<file path="config.mk">
export PLATFORM = sky130hd
export DESIGN_NAME = pipeline_hazard_ctrl_flat
export DESIGN_NICKNAME = d
export VERILOG_FILES = /design/src/rtl/pipeline_hazard_ctrl_if.sv /design/src/rtl/pipeline_hazard_ctrl.sv /design/src/flat_wrapper.sv
export SDC_FILE = /design/constraint.sdc
export NUM_CORES = 1
export LEC_CHECK = 0
export BUFFER_PORTS_ARGS = -buffer_cell sky130_fd_sc_hd__buf_2
export CAP_MARGIN = 20
export CELL_PAD_IN_SITES_DETAIL_PLACEMENT = 0
export CELL_PAD_IN_SITES_GLOBAL_PLACEMENT = 1
export CORE_UTILIZATION = 48
export CTS_BUF_LIST = sky130_fd_sc_hd__clkbuf_4 sky130_fd_sc_hd__clkbuf_8
export DETAILED_ROUTE_END_ITERATION = 10
export HOLD_SLACK_MARGIN = 0.06
export PLACE_DENSITY = 0.9
export SLEW_MARGIN = 20
export SYNTH_ARGS = -nofsm -noshare
export SYNTH_HDL_FRONTEND = slang
export SYNTH_SLANG_ARGS = --single-unit
</file>
<file path="constraint.sdc">
create_clock -name clk -period 3.41 [get_ports clk]
set_clock_uncertainty 0.05 [all_clocks]
set_input_delay 0.1705 -clock clk [delete_from_list [all_inputs] [get_ports clk]]
set_output_delay 0.1705 -clock clk [all_outputs]
set_load 0.03 [all_outputs]
</file>
<file path="src/rtl/pipeline_hazard_ctrl_if.sv">
// Hazard-controller bundle: ID/EX request signals in, pipeline control,
// forwarding selects and event counters out.
interface pipeline_hazard_ctrl_if #(
    parameter int CNT_W    = 16,
    parameter int XLEN_IDX = 5
);
    logic                id_valid;
    logic [XLEN_IDX-1:0] id_rs1;
    logic [XLEN_IDX-1:0] id_rs2;
    logic                id_use_rs1;
    logic                id_use_rs2;
    logic [XLEN_IDX-1:0] id_rd;
    logic                id_wr;
    logic                id_load;
    logic                ex_busy;
    logic                ex_br_taken;

    logic                pc_en;
    logic                if_id_en;
    logic                if_id_flush;
    logic                id_ex_bubble;
    logic [1:0]          fwd_a;
    logic [1:0]          fwd_b;
    logic                id_byp_a;
    logic                id_byp_b;
    logic [CNT_W-1:0]    stall_cnt;
    logic [CNT_W-1:0]    flush_cnt;

    modport master (
        output id_valid, id_rs1, id_rs2, id_use_rs1, id_use_rs2,
               id_rd, id_wr, id_load, ex_busy, ex_br_taken,
        input  pc_en, if_id_en, if_id_flush, id_ex_bubble,
               fwd_a, fwd_b, id_byp_a, id_byp_b, stall_cnt, flush_cnt
    );

    modport slave (
        input  id_valid, id_rs1, id_rs2, id_use_rs1, id_use_rs2,
               id_rd, id_wr, id_load, ex_busy, ex_br_taken,
        output pc_en, if_id_en, if_id_flush, id_ex_bubble,
               fwd_a, fwd_b, id_byp_a, id_byp_b, stall_cnt, flush_cnt
    );
endinterface

</file>
<file path="src/rtl/pipeline_hazard_ctrl.sv">
// Hazard/sequencing controller for a 5-stage RV32I pipeline: EX/MEM/WB
// destination scoreboard, stall/flush/bubble control, forwarding selects.
module pipeline_hazard_ctrl #(
    parameter int CNT_W    = 16,
    parameter int XLEN_IDX = 5
) (
    input  logic                   clk,
    input  logic                   rst,
    pipeline_hazard_ctrl_if.slave  hz_if
);

    typedef struct packed {
        logic                valid;
        logic [XLEN_IDX-1:0] rd;
        logic                wr;
        logic                load;
        logic [XLEN_IDX-1:0] rs1;
        logic [XLEN_IDX-1:0] rs2;
        logic                use_rs1;
        logic                use_rs2;
    } slot_t;

    typedef enum logic [1:0] {
        MODE_RUN,
        MODE_BUSY,
        MODE_FLUSH,
        MODE_STALL
    } mode_e;

    typedef enum logic [1:0] {
        FWD_RF    = 2'b00,
        FWD_EXMEM = 2'b01,
        FWD_MEMWB = 2'b10,
        FWD_LOAD  = 2'b11
    } fwd_e;

    localparam slot_t SLOT_NONE = '0;

    // A producer slot feeds source src only if it really writes a non-x0 rd
    // and the consumer actually reads that source.
    function automatic logic f_match(slot_t p, logic [XLEN_IDX-1:0] src, logic use_src);
        return p.valid && p.wr && (p.rd != '0) && (p.rd == src) && use_src;
    endfunction

    function automatic fwd_e f_fwd_sel(slot_t mem, slot_t wb,
                                       logic [XLEN_IDX-1:0] src, logic use_src);
        if (f_match(mem, src, use_src)) begin
            return mem.load ? FWD_LOAD : FWD_EXMEM;
        end
        if (f_match(wb, src, use_src)) begin
            return FWD_MEMWB;
        end
        return FWD_RF;
    endfunction

    slot_t            r_ex;
    slot_t            r_mem;
    slot_t            r_wb;
    logic [CNT_W-1:0] r_stall_cnt;
    logic [CNT_W-1:0] r_flush_cnt;

    slot_t            w_id_entry;
    logic             w_load_use;
    mode_e            w_mode;

    always_comb begin
        w_id_entry.valid   = hz_if.id_valid;
        w_id_entry.rd      = hz_if.id_rd;
        w_id_entry.wr      = hz_if.id_wr;
        w_id_entry.load    = hz_if.id_load;
        w_id_entry.rs1     = hz_if.id_rs1;
        w_id_entry.rs2     = hz_if.id_rs2;
        w_id_entry.use_rs1 = hz_if.id_use_rs1;
        w_id_entry.use_rs2 = hz_if.id_use_rs2;
    end

    assign w_load_use = hz_if.id_valid && r_ex.load &&
                        (f_match(r_ex, hz_if.id_rs1, hz_if.id_use_rs1) ||
                         f_match(r_ex, hz_if.id_rs2, hz_if.id_use_rs2));

    // Priority: multi-cycle EX freezes everything, then branch flush, then
    // load-use. Reset forces the quiet mode so outputs settle immediately.
    always_comb begin
        // NOTE: every variable written here gets a default first, so no
        // path can leave it unassigned and infer a latch.
        w_mode = MODE_RUN;
        if (rst) begin
            if (hz_if.ex_busy) begin
                w_mode = MODE_BUSY;
            end else if (hz_if.ex_br_taken) begin
                w_mode = MODE_FLUSH;
            end else if (w_load_use) begin
                w_mode = MODE_STALL;
            end
        end
    end

    always_comb begin
        hz_if.pc_en        = 1'b1;
        hz_if.if_id_en     = 1'b1;
        hz_if.if_id_flush  = 1'b0;
        hz_if.id_ex_bubble = 1'b0;
        unique case (w_mode)
            MODE_BUSY: begin
                hz_if.pc_en    = 1'b0;
                hz_if.if_id_en = 1'b0;
            end
            MODE_FLUSH: begin
                hz_if.if_id_flush  = 1'b1;
                hz_if.id_ex_bubble = 1'b1;
            end
            MODE_STALL: begin
                hz_if.pc_en        = 1'b0;
                hz_if.if_id_en     = 1'b0;
                hz_if.id_ex_bubble = 1'b1;
            end
            default: ;
        endcase
    end

    assign hz_if.fwd_a    = f_fwd_sel(r_mem, r_wb, r_ex.rs1, r_ex.use_rs1);
    assign hz_if.fwd_b    = f_fwd_sel(r_mem, r_wb, r_ex.rs2, r_ex.use_rs2);
    assign hz_if.id_byp_a = f_match(r_wb, hz_if.id_rs1, hz_if.id_use_rs1);
    assign hz_if.id_byp_b = f_match(r_wb, hz_if.id_rs2, hz_if.id_use_rs2);

    // While EX is busy its slot holds and MEM receives a bubble.
    always_ff @(posedge clk or negedge rst) begin
        // NOTE: sequential state uses non-blocking assignments so every
        // slot samples the pre-edge value of the one before it.
        if (!rst) begin
            r_ex  <= SLOT_NONE;
            r_mem <= SLOT_NONE;
            r_wb  <= SLOT_NONE;
        end else begin
            r_wb <= r_mem;
            if (w_mode == MODE_BUSY) begin
                r_mem <= SLOT_NONE;
            end else begin
                r_mem <= r_ex;
                r_ex  <= (hz_if.id_ex_bubble || !hz_if.id_valid) ? SLOT_NONE : w_id_entry;
            end
        end
    end

    always_ff @(posedge clk or negedge rst) begin
        if (!rst) begin
            r_stall_cnt <= '0;
            r_flush_cnt <= '0;
        end else begin
            if (w_mode == MODE_STALL && r_stall_cnt != '1) begin
                r_stall_cnt <= r_stall_cnt + 1'b1;
            end
            if (w_mode == MODE_FLUSH && r_flush_cnt != '1) begin
                r_flush_cnt <= r_flush_cnt + 1'b1;
            end
        end
    end

    assign hz_if.stall_cnt = r_stall_cnt;
    assign hz_if.flush_cnt = r_flush_cnt;

endmodule

</file>
<file path="src/flat_wrapper.sv">
// flat-port wrapper written by rule: the top's interface ports become plain ports
module pipeline_hazard_ctrl_flat 
#(
    parameter int CNT_W    = 16,
    parameter int XLEN_IDX = 5
)
  (clk, rst, hz_if_id_valid, hz_if_id_rs1, hz_if_id_rs2, hz_if_id_use_rs1, hz_if_id_use_rs2, hz_if_id_rd, hz_if_id_wr, hz_if_id_load, hz_if_ex_busy, hz_if_ex_br_taken, hz_if_pc_en, hz_if_if_id_en, hz_if_if_id_flush, hz_if_id_ex_bubble, hz_if_fwd_a, hz_if_fwd_b, hz_if_id_byp_a, hz_if_id_byp_b, hz_if_stall_cnt, hz_if_flush_cnt);
  pipeline_hazard_ctrl_if #(.CNT_W(CNT_W), .XLEN_IDX(XLEN_IDX)) hz_if_i ();
  input  logic clk;
  input  logic rst;
  input wire logic [$bits(hz_if_i.id_valid)-1:0] hz_if_id_valid;
  input wire logic [$bits(hz_if_i.id_rs1)-1:0] hz_if_id_rs1;
  input wire logic [$bits(hz_if_i.id_rs2)-1:0] hz_if_id_rs2;
  input wire logic [$bits(hz_if_i.id_use_rs1)-1:0] hz_if_id_use_rs1;
  input wire logic [$bits(hz_if_i.id_use_rs2)-1:0] hz_if_id_use_rs2;
  input wire logic [$bits(hz_if_i.id_rd)-1:0] hz_if_id_rd;
  input wire logic [$bits(hz_if_i.id_wr)-1:0] hz_if_id_wr;
  input wire logic [$bits(hz_if_i.id_load)-1:0] hz_if_id_load;
  input wire logic [$bits(hz_if_i.ex_busy)-1:0] hz_if_ex_busy;
  input wire logic [$bits(hz_if_i.ex_br_taken)-1:0] hz_if_ex_br_taken;
  output wire logic [$bits(hz_if_i.pc_en)-1:0] hz_if_pc_en;
  output wire logic [$bits(hz_if_i.if_id_en)-1:0] hz_if_if_id_en;
  output wire logic [$bits(hz_if_i.if_id_flush)-1:0] hz_if_if_id_flush;
  output wire logic [$bits(hz_if_i.id_ex_bubble)-1:0] hz_if_id_ex_bubble;
  output wire logic [$bits(hz_if_i.fwd_a)-1:0] hz_if_fwd_a;
  output wire logic [$bits(hz_if_i.fwd_b)-1:0] hz_if_fwd_b;
  output wire logic [$bits(hz_if_i.id_byp_a)-1:0] hz_if_id_byp_a;
  output wire logic [$bits(hz_if_i.id_byp_b)-1:0] hz_if_id_byp_b;
  output wire logic [$bits(hz_if_i.stall_cnt)-1:0] hz_if_stall_cnt;
  output wire logic [$bits(hz_if_i.flush_cnt)-1:0] hz_if_flush_cnt;
  assign hz_if_i.id_valid = hz_if_id_valid;
  assign hz_if_i.id_rs1 = hz_if_id_rs1;
  assign hz_if_i.id_rs2 = hz_if_id_rs2;
  assign hz_if_i.id_use_rs1 = hz_if_id_use_rs1;
  assign hz_if_i.id_use_rs2 = hz_if_id_use_rs2;
  assign hz_if_i.id_rd = hz_if_id_rd;
  assign hz_if_i.id_wr = hz_if_id_wr;
  assign hz_if_i.id_load = hz_if_id_load;
  assign hz_if_i.ex_busy = hz_if_ex_busy;
  assign hz_if_i.ex_br_taken = hz_if_ex_br_taken;
  assign hz_if_pc_en = hz_if_i.pc_en;
  assign hz_if_if_id_en = hz_if_i.if_id_en;
  assign hz_if_if_id_flush = hz_if_i.if_id_flush;
  assign hz_if_id_ex_bubble = hz_if_i.id_ex_bubble;
  assign hz_if_fwd_a = hz_if_i.fwd_a;
  assign hz_if_fwd_b = hz_if_i.fwd_b;
  assign hz_if_id_byp_a = hz_if_i.id_byp_a;
  assign hz_if_id_byp_b = hz_if_i.id_byp_b;
  assign hz_if_stall_cnt = hz_if_i.stall_cnt;
  assign hz_if_flush_cnt = hz_if_i.flush_cnt;
  pipeline_hazard_ctrl #(.CNT_W(CNT_W), .XLEN_IDX(XLEN_IDX)) u_core (.clk(clk), .rst(rst), .hz_if(hz_if_i));
endmodule
</file>
== Yosys cells after proc, flatten, opt, wreduce, memory -nomap -nowiden ==
Cells that the tools add are included.
Word-level totals
  output and inout bits: 42
  logic and storage cells: 90
  ROM bits: 0
  memories: 0
  bits in writable memories: 0
  register bits after elaboration: 67
  latch bits: 0
  bits of input ports: 24
Operators by class
  multiply operators: 0
  div/mod/pow operators: 0
  muxes and demuxes: 24
  bitwise logic cells: 0
  eq/ne operators: 13
  add/subtract/negate cells: 2
  shift operators: 0
  order comparisons: 0
  reduce and logical (&&, ||, !) cells: 34
Operators with widths (number)
  $eq A5 B5 Y1: 8
  $mux W20: 2
  $add A16 B1 Y16 const B: 2
  $ne A16 B16 Y1 const B: 2
  $logic_and A1 B1 Y1: 26
  $mux W2: 13
  $reduce_bool A5 Y1: 3
  $mux W1: 9
  $eq A2 B2 Y1 const B: 2
  $reduce_or A2 Y1: 2
  $eq A2 B1 Y1 const B: 1
  $logic_or A1 B1 Y1: 2
  $logic_not A1 Y1: 1

== Longest topological paths before layout ==
Gate-level depths: netlist of run 1.
  word-level depth: 15
  gate-level depth with buffers: 7

== Least setup slack after synthesis of run 1 ==
Ideal clock, no wire load.
  kind: register -> output
  start: register u_core.r_mem[14] (netlist bit)
  end: output port hz_if_fwd_b[1]
  setup slack: 708 ps
  arrival: 2482 ps
  data required time: 3189 ps
  cell stages (with the launch flop): 5
  cells stage by stage: dfrtp_1 > or4_1 > o211ai_1 > nor3_1 > o41ai_1
Between the ends
  cells in the longest elaborated chain, start to end: 6
  elaborated cells between the ends (all ways): 7
  those cells by class: 1 x eq/ne; 2 x mux; 4 x reduce/logical
Ends and longest elaborated chain
  start: declaration: line pipeline_hazard_ctrl.sv:57  | slot_t r_mem;
  start signal: assignment: line pipeline_hazard_ctrl.sv:139  | r_mem <= r_ex;
  $reduce_bool A5 Y1: line pipeline_hazard_ctrl.sv:42  | return p.valid && p.wr && (p.rd != '0) && (p.rd == src) && use_src;
  $logic_and A1 B1 Y1: line pipeline_hazard_ctrl.sv:42
  $logic_and A1 B1 Y1 (*) (2 in series): line pipeline_hazard_ctrl.sv:42
  $mux W1 (*): line pipeline_hazard_ctrl.sv:47  | if (f_match(mem, src, use_src)) begin
  $mux W2 (*): line pipeline_hazard_ctrl.sv:50  | if (f_match(wb, src, use_src)) begin
  end: declaration: line flat_wrapper.sv:26  | output wire logic [$bits(hz_if_i.fwd_b)-1:0] hz_if_fwd_b;
Every way passes the cells marked *; elsewhere a longest branch is shown, timed or not.

== Worst setup path after layout of run 1 ==
  start: input port hz_if_id_rs2[4]
  end: output port hz_if_pc_en
Between the ends
  cells in the longest elaborated chain, start to end: 12
  elaborated cells between the ends (all ways): 13
  those cells by class: 3 x eq/ne; 5 x mux; 5 x reduce/logical
Ends and longest elaborated chain
  start: declaration: line flat_wrapper.sv:13  | input wire logic [$bits(hz_if_i.id_rs2)-1:0] hz_if_id_rs2;
  $eq A5 B5 Y1 (*): line pipeline_hazard_ctrl.sv:42
  $logic_and A1 B1 Y1 (*) (2 in series): line pipeline_hazard_ctrl.sv:42
  $logic_or A1 B1 Y1 (*): line pipeline_hazard_ctrl.sv:78  | (f_match(r_ex, hz_if.id_rs1, hz_if.id_use_rs1) ||
  $logic_and A1 B1 Y1 (*): line pipeline_hazard_ctrl.sv:77  | assign w_load_use = hz_if.id_valid && r_ex.load &&
  $mux W2 (*): line pipeline_hazard_ctrl.sv:92  | end else if (w_load_use) begin
  $mux W2 (*): line pipeline_hazard_ctrl.sv:90  | end else if (hz_if.ex_br_taken) begin
  $mux W2 (*): line pipeline_hazard_ctrl.sv:88  | if (hz_if.ex_busy) begin
  $mux W2 (*): line pipeline_hazard_ctrl.sv:87  | if (rst) begin
  $eq A2 B2 Y1 or $eq A2 B1 Y1 (tied branches): line pipeline_hazard_ctrl.sv:103  | unique case (w_mode)
  $reduce_or A2 Y1 (no line) (*)
  $mux W1 (*): line pipeline_hazard_ctrl.sv:103
  end: declaration: line flat_wrapper.sv:21  | output wire logic [$bits(hz_if_i.pc_en)-1:0] hz_if_pc_en;
Marks and branches as above.

==> impl.org, run 1 <==
** Yosys
- #FFs+latches synth :: 67
- The biggest area contributor in the post-synthesis netlist is sky130_fd_sc_hd__dfrtp_1.
- Proportion of netlist area held by the largest area contributor :: 0.475
- Net count of the mapped netlist :: 369
- Proportion of register bits with asynchronous set or reset after synthesis :: 1.00
- The cell area that synthesis handed to floorplanning was 3530 um^2.
- The synthesized design contains 0 enable-type register cells.
- Yosys attributes the largest share of cell area to sky130_fd_sc_hd__dfrtp_1 (47%), sky130_fd_sc_hd__xnor2_1 (15%), sky130_fd_sc_hd__o21ai_2 (4.7%), sky130_fd_sc_hd__a22oi_1 (4.0%), sky130_fd_sc_hd__nand3_1 (3.1%).
- Of the synthesized area, sequential elements account for 0.475.
- Top flip-flop cell by instance count after synthesis :: sky130_fd_sc_hd__dfrtp_1
- For this run, the number of Yosys warnings is 0.
- Average cell area after synthesis :: 10.3 um^2
- Distinct cell type count after synthesis :: 41
- Synthesis handed over a netlist of 343 instances.

** Routing
- The routed design uses 3950 um of met2 wire.
- After detailed routing, the met3 layer carries 384 um of wire.
- Once detail routing completed, the nets flagged for antenna violations numbered 0.
- Final routed wire length divided by cell count :: 15.6 um
- In this run, the number of DRC markers left after iteration 0 of detailed routing was 174.
- The highest metal layer carrying signal wires in the routed design is met4.
- Post-detailed-route DRC marker count :: 0
- Routed metal-1 wire length :: 3640 um
- Vias per Instance :: 5.54
- Summed over all layers, the routed wires come to 8200 um.
- Iteration count of the initial detailed-routing pass :: 4
- Across all layers, the routed design uses 2,903 vias.

** Hold path
- Path class of the lowest-slack min-delay path :: in2reg
- Number of cells on the worst hold path :: 3
- The worst hold path begins at hz_if_id_rs1[2].

** Setup path
- WP depth :: 8
- Chain of cells forming the critical path :: dlygate4sd3_1 -> buf_2 -> xnor2_1 -> nand4_1 -> o32ai_2 -> nor3b_1 -> o21ai_0 -> buf_2
- Delay of the slowest cell on the worst path :: 0.76 ns
- The kind of cell with the highest combined delay along the critical path is buffers and inverters.
- In this run the critical register-to-register path is launched from u_core.r_ex[15]$_DFFE_PN0N_.
- At the worst endpoint, the arrival time is 2.49 ns.
- CP max stage cell :: sky130_fd_sc_hd__o32ai_2
- Most used cell, CP :: sky130_fd_sc_hd__buf_2
- Startpoint-to-endpoint class of the critical path :: in2out
- Counting both buffers and inverters, the worst setup path holds a total of 3.
- Worst Setup Start Kind :: primary input
- Along the worst path, the maximum fanout reaches 12.
- The endpoint identified for the worst register-to-register timing path is u_core.r_ex[10]$_DFFE_PN0N_.
- Critical path capture point :: hz_if_pc_en
- Capturing element type of the critical path :: output port
- At the worst endpoint, the required time is 3.19 ns.
- Measured in cells, the most critical reg-to-reg path has a length of 6.
- Minimum setup slack among reg-to-reg paths :: 1.00 ns
- Beginning of the critical path :: hz_if_id_rs2[4]

** Global route
- Total track usage :: 0.236
- GR Overflow Total :: 0
- The via count of the first global-routing pass is 2,877.
- Maximum number of pins on one net before global-route repair :: 58
- The initial antenna violation count came to 0.
- Global-route wire length before repair :: 13,600 um

** Floorplan
- Core box area :: 6940 um^2
- In this run the horizontal extent of the chip is 87.8 um.
- The initial utilization of the core area, before any placement, comes to 0.509.
- The initialized floorplan defines 30 standard-cell rows.
- Area of the die :: 7710 um^2
- In this run the count of I/O pins placed on the die edge is 66.
- Die boundary height :: 87.8 um

** Finish
- Number of antenna cells inserted :: 0
- At the end of the flow, the number of nets in the layout was 449.
- The finished cells cover 4290 um^2.
- Layout area overhead :: 21.5%
- Filler-free cell count of the finished design :: 524
- Share of cells above drive strength 1 :: 0.259

** CTS
- TritonCTS Sinks :: 67
- Buffers inserted during post-CTS setup optimization :: 0
- Clock-pin slew was measured on the worst setup and hold paths at 0.07 ns.
- CTS built an H-tree with a depth of 3.
- Number of buffers created by CTS :: 9
- For the worst-skew pair, the clock arrives at the later sink with an insertion delay of 0.34 ns.
- Maximum clock path buffer count :: 2
- TritonCTS built the clock tree.
- The tree is rooted in a sky130_fd_sc_hd__clkbuf_8.
- In this run, post-CTS repair resized a total of 0 instances.
- For this design, the CTS-stage hold fixing added 14 buffers.

** Run status
- Outcome :: completed

** Power
- Areal power density over the cells :: 465 nW/um^2
- VDD sags by at most 0.223 mV.
- Internal portion of total power :: 1410 uW
- Part of the total power dissipated in the clock network :: 0.361
- Static leakage :: 0.00195 uW
- Of the total power, the share spent switching nets is 0.295.
- Share of power burned in registers :: 0.469
- Logic gate share of total power :: 0.169
- Switching power summed over all nets :: 589 uW

** Placement
- Once placement finished, the instance area stood at 3940 um^2.
- Routability-driven placement finished with a final weighted congestion of 0.903.
- The count of buffers added on input and output ports is 65.
- Cell count after placement :: 494
- Detailed placement ended at an HPWL of 5760 um.

** STA
- Crit share post-route :: 0.795
- Final hold analysis gives a worst-case slack of 0.0759 ns.
- The final count of hold timing violations is 0.
- Setup violations remaining at the end of the flow were counted as 0.
- Time the final worst path needs with I/O delays and setup :: 2.71 ns
- Sum of negative setup slack :: 0 ns
- At the pin with the least slew margin, the transition time is 0.985 ns.
- FMAX :: 369 MHz
- Max-slew headroom :: 0.343
- The number of slew-limit violations in the final report is 0.
- Unrepaired setup endpoints after global routing :: no

** Job
- The tool flagged a number of max-cap violations equal to 0.
[cell type report]
cell class	instances	area [um^2]
well taps	96	120
repair buffers	83	495
clock inverters	7	92.6
clock buffers	9	124
fillers	613	2650
inverters	24	90.1
flip-flops and latches	67	1680
multi-input cells	238	1690
[cell usage in the layout, fill, tap and decap left out, types with 10 or more instances in the layout]
cell,netlist,routed
sky130_fd_sc_hd__dfrtp_1,67,67
sky130_fd_sc_hd__buf_2,1,65
sky130_fd_sc_hd__xnor2_1,60,60
sky130_fd_sc_hd__inv_1,24,24
sky130_fd_sc_hd__nand3_1,22,22
sky130_fd_sc_hd__a22oi_1,19,19
sky130_fd_sc_hd__o21ai_2,19,19
sky130_fd_sc_hd__nand2_1,18,18
sky130_fd_sc_hd__nand4_1,16,16
sky130_fd_sc_hd__dlygate4sd3_1,0,14
sky130_fd_sc_hd__nor2b_1,13,13
sky130_fd_sc_hd__nor2_1,10,10
[tightest hold or removal path, delay by kind of cell]
kind | cells | cell delay (ns)
AO/OA/AOI/OAI | 1 | 0.06
buffers and inverters | 2 | 0.21
[layer usage]
layer  global-route usage  up-vias
met2                0.385       80
met5                    0        -
met4                0.113        0
li1                     -     1363
met3               0.0443       21
met1                0.303     1439
[stage by stage]
| stage | util | setup WS, ns | total power [uW] |
|---|---|---|---|
| CTS | 0.618 | 0.736 | 2010 |
| finish | 0.618 | 0.701 | 2000 |
| detailed placement | 0.567 | 1.05 | 1280 |
| floorplan | - | 0.708 | 1160 |
| global placement | 0.567 | 1.14 | 1270 |
| global route | 0.618 | 0.547 | 2080 |
[worst min-delay path by stage]
stage,endpoint,slack (ns)
detailed placement,u_core.hz_if.stall_cnt[13]$_DFFE_PN0P_,0.03
global route,u_core.r_ex[5]$_DFFE_PN0N_,0.07
finish,u_core.r_ex[9]$_DFFE_PN0N_,0.08
global placement,u_core.hz_if.stall_cnt[13]$_DFFE_PN0P_,0.03
floorplan,u_core.hz_if.flush_cnt[0]$_DFFE_PN0P_,-0.18
CTS,u_core.r_ex[9]$_DFFE_PN0N_,0.06
[power by group through the flow]
stage	logic [uW]	registers [uW]	clock network [uW]
global placement	318	947	0
global route	370	945	769
finish	338	936	721
floorplan	181	976	0
CTS	340	935	738
detailed placement	326	950	0
[synth_stat cells, types with 2 or more instances]
library cell               count
sky130_fd_sc_hd__a211oi_1      2
sky130_fd_sc_hd__a21oi_1       9
sky130_fd_sc_hd__a22oi_1      19
sky130_fd_sc_hd__a41oi_1       2
sky130_fd_sc_hd__and3_1        5
sky130_fd_sc_hd__and4_1        3
sky130_fd_sc_hd__buf_6         2
sky130_fd_sc_hd__clkbuf_1      9
sky130_fd_sc_hd__dfrtp_1      67
sky130_fd_sc_hd__ha_1          2
sky130_fd_sc_hd__inv_1        24
sky130_fd_sc_hd__mux2_2        3
sky130_fd_sc_hd__nand2_1      18
sky130_fd_sc_hd__nand3_1      22
sky130_fd_sc_hd__nand4_1      16
sky130_fd_sc_hd__nor2_1       10
sky130_fd_sc_hd__nor2b_1      13
sky130_fd_sc_hd__nor3_1        6
sky130_fd_sc_hd__nor4_1        3
sky130_fd_sc_hd__o211ai_1      2
sky130_fd_sc_hd__o21ai_0       2
sky130_fd_sc_hd__o21ai_2      19
sky130_fd_sc_hd__or4_1         4
sky130_fd_sc_hd__xnor2_1      60
sky130_fd_sc_hd__xor2_1        5
[cell families (layout without fill, tap and decap cells)]
kind of cell,after synthesis,in the layout,share of synthesized area
DFF,67,67,0.475
adders and majority gates,2,2,0.00708
and+or+nand+nor,106,106,0.165
xor gates and xnor gates,65,65,0.161
AOI/OAI and AO/OA,62,62,0.136
buffers and inverters,38,123,0.0460
muxes,3,3,0.00956
[registers in the layout, indices dropped and copies added, names as in the netlist]
register,flops
u_core.r_ex,20
u_core.hz_if.flush_cnt,16
u_core.hz_if.stall_cnt,16
u_core.r_mem,8
u_core.r_wb,7
No activity file was read; power rests on OpenSTA's default activity.
==> run 2: changes to the inputs <==
--- a/config.mk
+++ b/config.mk
@@ -9,11 +9,11 @@
 export CAP_MARGIN = 20
 export CELL_PAD_IN_SITES_DETAIL_PLACEMENT = 0
 export CELL_PAD_IN_SITES_GLOBAL_PLACEMENT = 1
-export CORE_UTILIZATION = 48
+export CORE_UTILIZATION = 45
 export CTS_BUF_LIST = sky130_fd_sc_hd__clkbuf_4 sky130_fd_sc_hd__clkbuf_8
 export DETAILED_ROUTE_END_ITERATION = 10
 export HOLD_SLACK_MARGIN = 0.06
-export PLACE_DENSITY = 0.9
+export PLACE_DENSITY = 0.85
 export SLEW_MARGIN = 20
 export SYNTH_ARGS = -nofsm -noshare
 export SYNTH_HDL_FRONTEND = slang
==> constraint.sdc (replaced) <==
create_clock -name clk -period 2.6 [get_ports clk]
set_clock_uncertainty 0.05 [all_clocks]
set_input_delay 0.13 -clock clk [delete_from_list [all_inputs] [get_ports clk]]
set_output_delay 0.13 -clock clk [all_outputs]
set_load 0.03 [all_outputs]
==> run 2 against run 1 <==
Effect of this change:
- register-to-register slack got worse by 0.50 ns
- flip-flop and latch count did not move
- count of clock-buffer cells in the layout did not move
- sequential power rose by 31%
- cell count rose by 2.3%
- hold slack improved by 0.16 ns
- highest routed layer unchanged
==> impl.org, run 2 (synthesized netlist as in run 1, its figures left out) <==
** Run status
- The run finished with clean final reports.

** CTS
- Count of instances resized after the clock tree is built :: 0
- TritonCTS Sinks :: 67
- The longest clock path from root to sink contains 2 buffers.
- Number of buffers created by CTS :: 9
- After clock tree synthesis, the clock-pin slew on the worst setup and hold paths is 0.08 ns.
- TritonCTS built the clock tree.
- Number of H-tree levels :: 3
- Root buffer selected by CTS :: sky130_fd_sc_hd__clkbuf_8
- Clock latency reported for the late side of the worst-skew pair :: 0.34 ns

** Setup path
- Worst Setup Start Kind :: register
- Worst Path Arrival :: 2.32 ns
- Minimum setup slack among reg-to-reg paths :: 0.50 ns
- Startpoint of the worst register-to-register path :: u_core.r_ex[14]$_DFFE_PN0N_
- For this run, the slowest stage of the critical path takes 0.53 ns.
- CP max stage cell :: sky130_fd_sc_hd__or4_1
- For the worst setup path, the data required time is 2.42 ns.
- The critical path is of the reg2out type.
- In this run the worst path has a maximum fanout of 4.
- Worst Reg-to-Reg Cells :: 5
- In this run the worst setup path begins at u_core.r_mem[14]$_DFF_PN0_.
- The critical path goes through or4_1 -> o211ai_1 -> nor3_1 -> o41ai_2 -> buf_2.
- R2R Path End :: u_core.r_ex[4]$_DFFE_PN0N_
- Following the worst setup path forward leads to its endpoint at hz_if_fwd_b[1].
- Capturing element type of the critical path :: output port

** Global route
- Maximum number of pins on one net before global-route repair :: 56
- Number of global-route vias before repair :: 2,829
- Met3 GRT Util :: 0.0345
- Global routing finished with a remaining overflow of 0.
- For this run, global-route usage on met2 was measured as 0.349.
- Met1 global-route usage :: 0.296
- Number of antenna violations at the first check in global routing :: 0
- The first global-routing pass estimated 14,100 um of wire.
- Across every metal layer, demand over resource in global routing totals 0.219.
- met2 is the most crowded layer.

** Routing
- Post-detailed-route DRC marker count :: 0
- The final layout contains routed wiring with a total length of 8330 um.
- For this run, the detailed router's first-pass iteration total came to 4.
- In the final routed layout, each cell accounts on average for 15.5 um.
- After the first detailed-routing iteration, the DRC count stood at 149.
- Post-DRT Antenna Nets :: 0
- The routed layout has 2,801 vias.
- Vias per Instance :: 5.23

** Power
- The share of total power dissipated in sequential elements is 0.505.
- Part of the total power dissipated in the clock network :: 0.309
- Areal power density over the cells :: 560 nW/um^2
- The share of total power dissipated in combinational logic is 0.186.
- Internal portion of total power :: 1650 uW
- Summed over all nets, the switching power comes to 774 uW.
- Switching share of total power :: 0.319
- In this run the static leakage power is 0.00196 uW.
- VDD sags by at most 0.352 mV.

** Finish
- Final nets :: 458
- Reg with most FFs :: u_core.r_ex
- The library cell used most frequently in the layout, excluding fill and tap cells, is sky130_fd_sc_hd__dfrtp_1.
- The register with the most flip-flops in the layout has 20 of them.
- Top library cells by usage in the layout, fill and taps aside :: sky130_fd_sc_hd__dfrtp_1 (67), sky130_fd_sc_hd__buf_2 (65), sky130_fd_sc_hd__xnor2_1 (60)
- Of the cells placed in the final design, the portion with a size suffix greater than 1 is 0.263.
- Number of antenna cells inserted :: 0
- Final Util :: 0.586
- Layout area overhead :: 22.8%

** Hold path
- Path class of the lowest-slack min-delay path :: in2reg
- Number of cells on the worst hold path :: 5

** STA
- Total count of max-transition violations in the final report :: 0
- Setup repair after global routing left no endpoint under its margin.
- The clock period could shrink to 2.50 ns.
- FMAX :: 400 MHz
- Transition time at the pin with the least slew margin :: 0.691 ns
- Max-slew headroom :: 0.539
- Of the available clock period, the critical path in the final layout requires 0.962.
- Sum of negative setup slack :: 0 ns
- The final count of hold timing violations came to 0.
- Count of endpoints failing setup in the final report :: 0

** Floorplan
- Die boundary height :: 90.6 um
- Die X-Extent :: 90.6 um
- During I/O placement, the number of pins put on the boundary was 66.
- The die covers 8210 um^2.
- Initial Utilization :: 0.477
- The initialized floorplan defines 31 standard-cell rows.
- Core box area :: 7410 um^2

** Placement
- After legalization and detailed placement, the total HPWL measured 5850 um.
- Routability-driven placement finished with a final weighted congestion of 0.866.
- The count of buffers added on input and output ports is 65.

** Job
- Number of maximum-capacitance constraint violations :: 0
==> run 2: cell count changes in the layout (fill, tap and decap cells not counted) <==
cell / previous run / this run
sky130_fd_sc_hd__buf_4: 4 / 7
sky130_fd_sc_hd__bufinv_16: 2 / 0
sky130_fd_sc_hd__clkinv_4: 2 / 0
sky130_fd_sc_hd__clkinvlp_4: 0 / 4
sky130_fd_sc_hd__dlygate4sd3_1: 14 / 20
sky130_fd_sc_hd__o41ai_1: 1 / 0
sky130_fd_sc_hd__o41ai_2: 0 / 1
==> run 2: metrics by stage <==
stage / area (um^2) / instances / setup WS [ns] / hold WS [ns] / total power [uW]
6_report: 4340 / 536 / 0.0984 / 0.237 / 2430
5_1_grt: 4340 / 536 / 0.00900 / 0.286 / 2550
4_1_cts: 4330 / 535 / 0.0564 / 0.227 / 2440
3_5_place_dp: 3960 / 499 / 0.434 / 0.112 / 1670
3_3_place_gp: 3960 / 499 / 0.449 / 0.114 / 1660
2_1_floorplan: 3540 / 343 / 0.104 / -0.216 / 1520
==> run 2: what timing repair did <==
item                       4_1_cts  5_1_grt
hold endpoints to repair        86        0
setup endpoints to repair        0        1
hold buffers                    20        0
buffers inserted                 0        1
==> run 2: power groups by stage <==
stage | registers (uW) | logic [uW] | clock network [uW]
after floorplan | 1280 | 238 | 0
after global placement | 1240 | 422 | 0
after detailed placement | 1250 | 428 | 0
after CTS | 1230 | 454 | 765
after global routing | 1240 | 498 | 809
final | 1230 | 451 | 749
==> run 2: layout make-up <==
type | count | area [um^2]
sequential | 67 | 1680
clock buffer | 9 | 124
timing repair buffer | 92 | 578
multi-input combinational | 238 | 1700
fill | 673 | 3070
tap | 99 | 124
clock inverter | 7 | 45.0
inverter | 24 | 90.1
==> run 2: how the worst min path moves through the flow <==
stage,start,end,slack [ns]
5_1_grt,rst,u_core.hz_if.flush_cnt[8]$_DFFE_PN0P_,0.29
6_report,hz_if_ex_br_taken,u_core.hz_if.flush_cnt[6]$_DFFE_PN0P_,0.24
3_5_place_dp,rst,u_core.r_ex[13]$_DFFE_PN0N_,0.11
2_1_floorplan,rst,u_core.hz_if.flush_cnt[0]$_DFFE_PN0P_,-0.22
3_3_place_gp,rst,u_core.r_ex[13]$_DFFE_PN0N_,0.11
4_1_cts,hz_if_ex_br_taken,u_core.hz_if.flush_cnt[6]$_DFFE_PN0P_,0.23
==> run 2: worst max-delay path, delay by kind of cell (launching register included) <==
family                 cells  cell delay, ns
DFF                        1            0.44
buffers and inverters      1            0.24
AOI/OAI and AO/OA          2            0.62
and+or+nand+nor            2            0.67
==> run 2: layer usage <==
metal / wire length, um / vias up
met1: 3830 / 1340
met5: 0 / -
met4: 172 / 0
met2: 4000 / 67
li1: - / 1377
met3: 330 / 17
==> run 3: changes to the inputs <==
==> constraint.sdc (replaced) <==
create_clock -name clk -period 2.6 [get_ports clk]
set_clock_uncertainty 0.05 [all_clocks]
set_input_delay 0.52 -clock clk [delete_from_list [all_inputs] [get_ports clk]]
set_output_delay 0.52 -clock clk [all_outputs]
set_load 0.03 [all_outputs]
==> run 3 against run 2 <==
Effect of this change:
- die area unchanged
- critical path depth up 2
- combinational power up 4%
- highest routed layer unchanged
- register-to-register slack worse by 0.07 ns
- the flow now finishes with violations (negative setup slack)
- sequential power about the same
==> impl.org, run 3 (synthesized netlist as in run 1, its figures left out) <==
** Run status
- The run finished, with violations left.
- Failing checks :: negative setup slack

** Power
- Of the total power, combinational logic draws 0.187.
- Dividing total power by cell area gives a power density of 573 nW/um^2.
- Share of power burned in registers :: 0.491
- Cell internal power was estimated by the tool at 1720 uW.
- Of the total power, the clock network draws 0.321.
- In this run the power spent charging and discharging nets is 777 uW.
- Across the VDD grid, the largest voltage drop is 0.320 mV.
- The completed layout was analyzed and its total power is 2500 uW.
- Static leakage :: 0.00200 uW
- Of the total power, the share spent switching nets is 0.311.

** CTS
- Clock latency reported for the late side of the worst-skew pair :: 0.34 ns
- The cell sitting at the root of the clock tree is a sky130_fd_sc_hd__clkbuf_8.
- The H-tree was split into 3 levels.
- TritonCTS built the clock tree.
- Maximum clock path buffer count :: 2
- After clock tree synthesis, the clock-pin slew on the worst setup and hold paths is 0.07 ns.
- TritonCTS Sinks :: 67
- TritonCTS created 9 clock buffers.

** Finish
- Most common cell after layout, fill and taps aside :: sky130_fd_sc_hd__dfrtp_1
- Final nets :: 450
- u_core.r_ex holds more flip-flops than any other register.
- The finished layout holds 528 standard cells, fillers aside.
- From synthesis to final layout, the design area changed by 23.3%.
- Final std cell area, no fill :: 4360 um^2
- The register with the most flip-flops in the layout has 20 of them.
- Number of antenna cells inserted :: 0
- Measured on the finished design, the core utilization comes to 0.588.
- Of the cells placed in the final design, the portion with a size suffix greater than 1 is 0.329.
- The library cells used most frequently in the layout, excluding fill and tap cells, are sky130_fd_sc_hd__dfrtp_1 (61), sky130_fd_sc_hd__xnor2_1 (60), sky130_fd_sc_hd__buf_2 (60).

** STA
- Dividing the final minimum period by the clock period gives 1.03.
- The number of slew-limit violations in the final report came to 0.
- Across all setup checks in the final design, the least slack found is -0.0719 ns.
- Subtracting the final worst setup slack from the clock period gives 2.67 ns.
- FMAX :: 374 MHz
- Final-report hold violation count :: 0
- Final Hold Slack :: 0.338 ns
- At the pin with the least slew margin, the transition time is 0.836 ns.
- Max-slew headroom :: 0.443
- Setup repair after global routing could not meet its margin everywhere.
- Count of endpoints failing setup in the final report :: 2

** Placement
- Placed standard-cell area :: 4010 um^2
- Buffers placed on the I/O ports in this run total 65.
- In this run, placement finished with an instance count of 502.
- The HPWL after detailed placement is 5980 um.
- Final estimated routing congestion in global placement :: 0.828

** Global route
- Entering global routing, the biggest net connects 66 pins.
- The via count of the first global-routing pass is 2,809.
- The first global-routing pass estimated 13,700 um of wire.
- Number of antenna violations at the first check in global routing :: 0
- Total track usage :: 0.213
- The total overflow left after global routing is 0.

** Setup path
- R2R Path End :: u_core.hz_if.stall_cnt[1]$_DFFE_PN0P_
- At the worst endpoint, the required time is 2.03 ns.
- Measured in cells, the most critical reg-to-reg path has a length of 7.
- Data arrives at the worst endpoint at 2.10 ns.
- STA classifies the critical path startpoint as a register.
- In this run the worst path has a maximum fanout of 2.
- In this run the critical register-to-register path is launched from u_core.r_ex[14]$_DFFE_PN0N_.
- The setup check on the worst reg-to-reg path leaves a slack of 0.43 ns.
- The critical path is of the reg2out type.
- Capturing element type of the critical path :: output port

** Floorplan
- The floorplan has 31 rows.
- In this run the standard cell core region covers 7410 um^2.
- Die boundary height :: 90.6 um
- The die is 90.6 um wide.
- Num ports :: 66
- The initial utilization of the core area, before any placement, comes to 0.477.
- Area of the die :: 8210 um^2

** Routing
- For this run, design rule violations remaining after detail routing come to 0.
- In the final routed layout, each cell accounts on average for 15.7 um.
- The first TritonRoute pass finished after 4 iterations.
- Post-DRT Antenna Nets :: 0
- Vias per Instance :: 5.41
- Number of violations reported at the end of detailed-routing iteration 0 :: 138
- Vias after detailed routing :: 2,856
- Aggregate routed wire length :: 8290 um

** Hold path
- The worst hold path belongs to the class reg2reg.
- The worst hold path passes through 0 cells.
- The worst hold path begins at u_core.r_mem[19]$_DFF_PN0_.
- The worst hold path terminates at u_core.r_wb[19]$_DFF_PN0_.

** Job
- The tool flagged a number of max-cap violations equal to 0.
run 3: repair_timing:
item / in CTS / in global routing
setup endpoints to repair: 5 / 13
hold endpoints to repair: 2 / 0
buffers inserted: 6 / 3
hold buffers: 1 / 0
pin swaps: 5 / 6
gates cloned: 0 / 0
gates resized for setup: 7 / 19
run 3: worst max-delay path by stage:
stage,from,to
finish,u_core.r_mem[16]$_DFF_PN0_,hz_if_fwd_b[1]
global route,u_core.r_mem[14]$_DFF_PN0_,hz_if_fwd_b[1]
CTS,u_core.r_mem[14]$_DFF_PN0_,hz_if_fwd_b[1]
detailed placement,u_core.r_mem[17]$_DFF_PN0_,hz_if_fwd_b[1]
global placement,u_core.r_mem[14]$_DFF_PN0_,hz_if_fwd_b[1]
floorplan,u_core.r_mem[16]$_DFF_PN0_,hz_if_fwd_b[1]
run 3: final cells by class:
class                   count  area [um^2]
fillers                   642         3050
multi-input cells         238         1780
flip-flops and latches     67         1680
repair buffers             84          499
clock buffers              12          159
well taps                  99          124
inverters                  24         90.1
clock inverters             4         25.0
run 3: metrics by stage:
step,TNS (ns),worst slack [ns]
after global routing,-0.289,-0.161
final,-0.0854,-0.0719
after floorplan,0,0.0757
after CTS,-0.0388,-0.0388
after detailed placement,0,0.140
after global placement,0,0.184
run 3: metal layers:
layer | share of wire | GRT usage | vias to the layer above
li1 | - | - | 1368
met1 | 0.46 | 0.289 | 1417
met2 | 0.48 | 0.336 | 62
met3 | 0.041 | 0.0387 | 9
met4 | 0.012 | 0.0847 | 0
met5 | 0 | 0 | -
run 3: worst max-delay path, cell delays in order (launching register included):
cell	delay, ns
sky130_fd_sc_hd__dfrtp_1	0.40
sky130_fd_sc_hd__or4_1	0.53
sky130_fd_sc_hd__o211ai_1	0.29
sky130_fd_sc_hd__nor3_2	0.10
sky130_fd_sc_hd__buf_4	0.15
sky130_fd_sc_hd__nand2_4	0.07
sky130_fd_sc_hd__o41ai_4	0.06
sky130_fd_sc_hd__buf_4	0.17
run 3: power groups by stage:
stage / registers (uW) / clock network, uW / logic (uW)
after floorplan: 1280 / 0 / 240
after global placement: 1250 / 0 / 430
after global routing: 1240 / 865 / 510
after CTS: 1220 / 818 / 457
after detailed placement: 1250 / 0 / 441
final: 1230 / 802 / 468
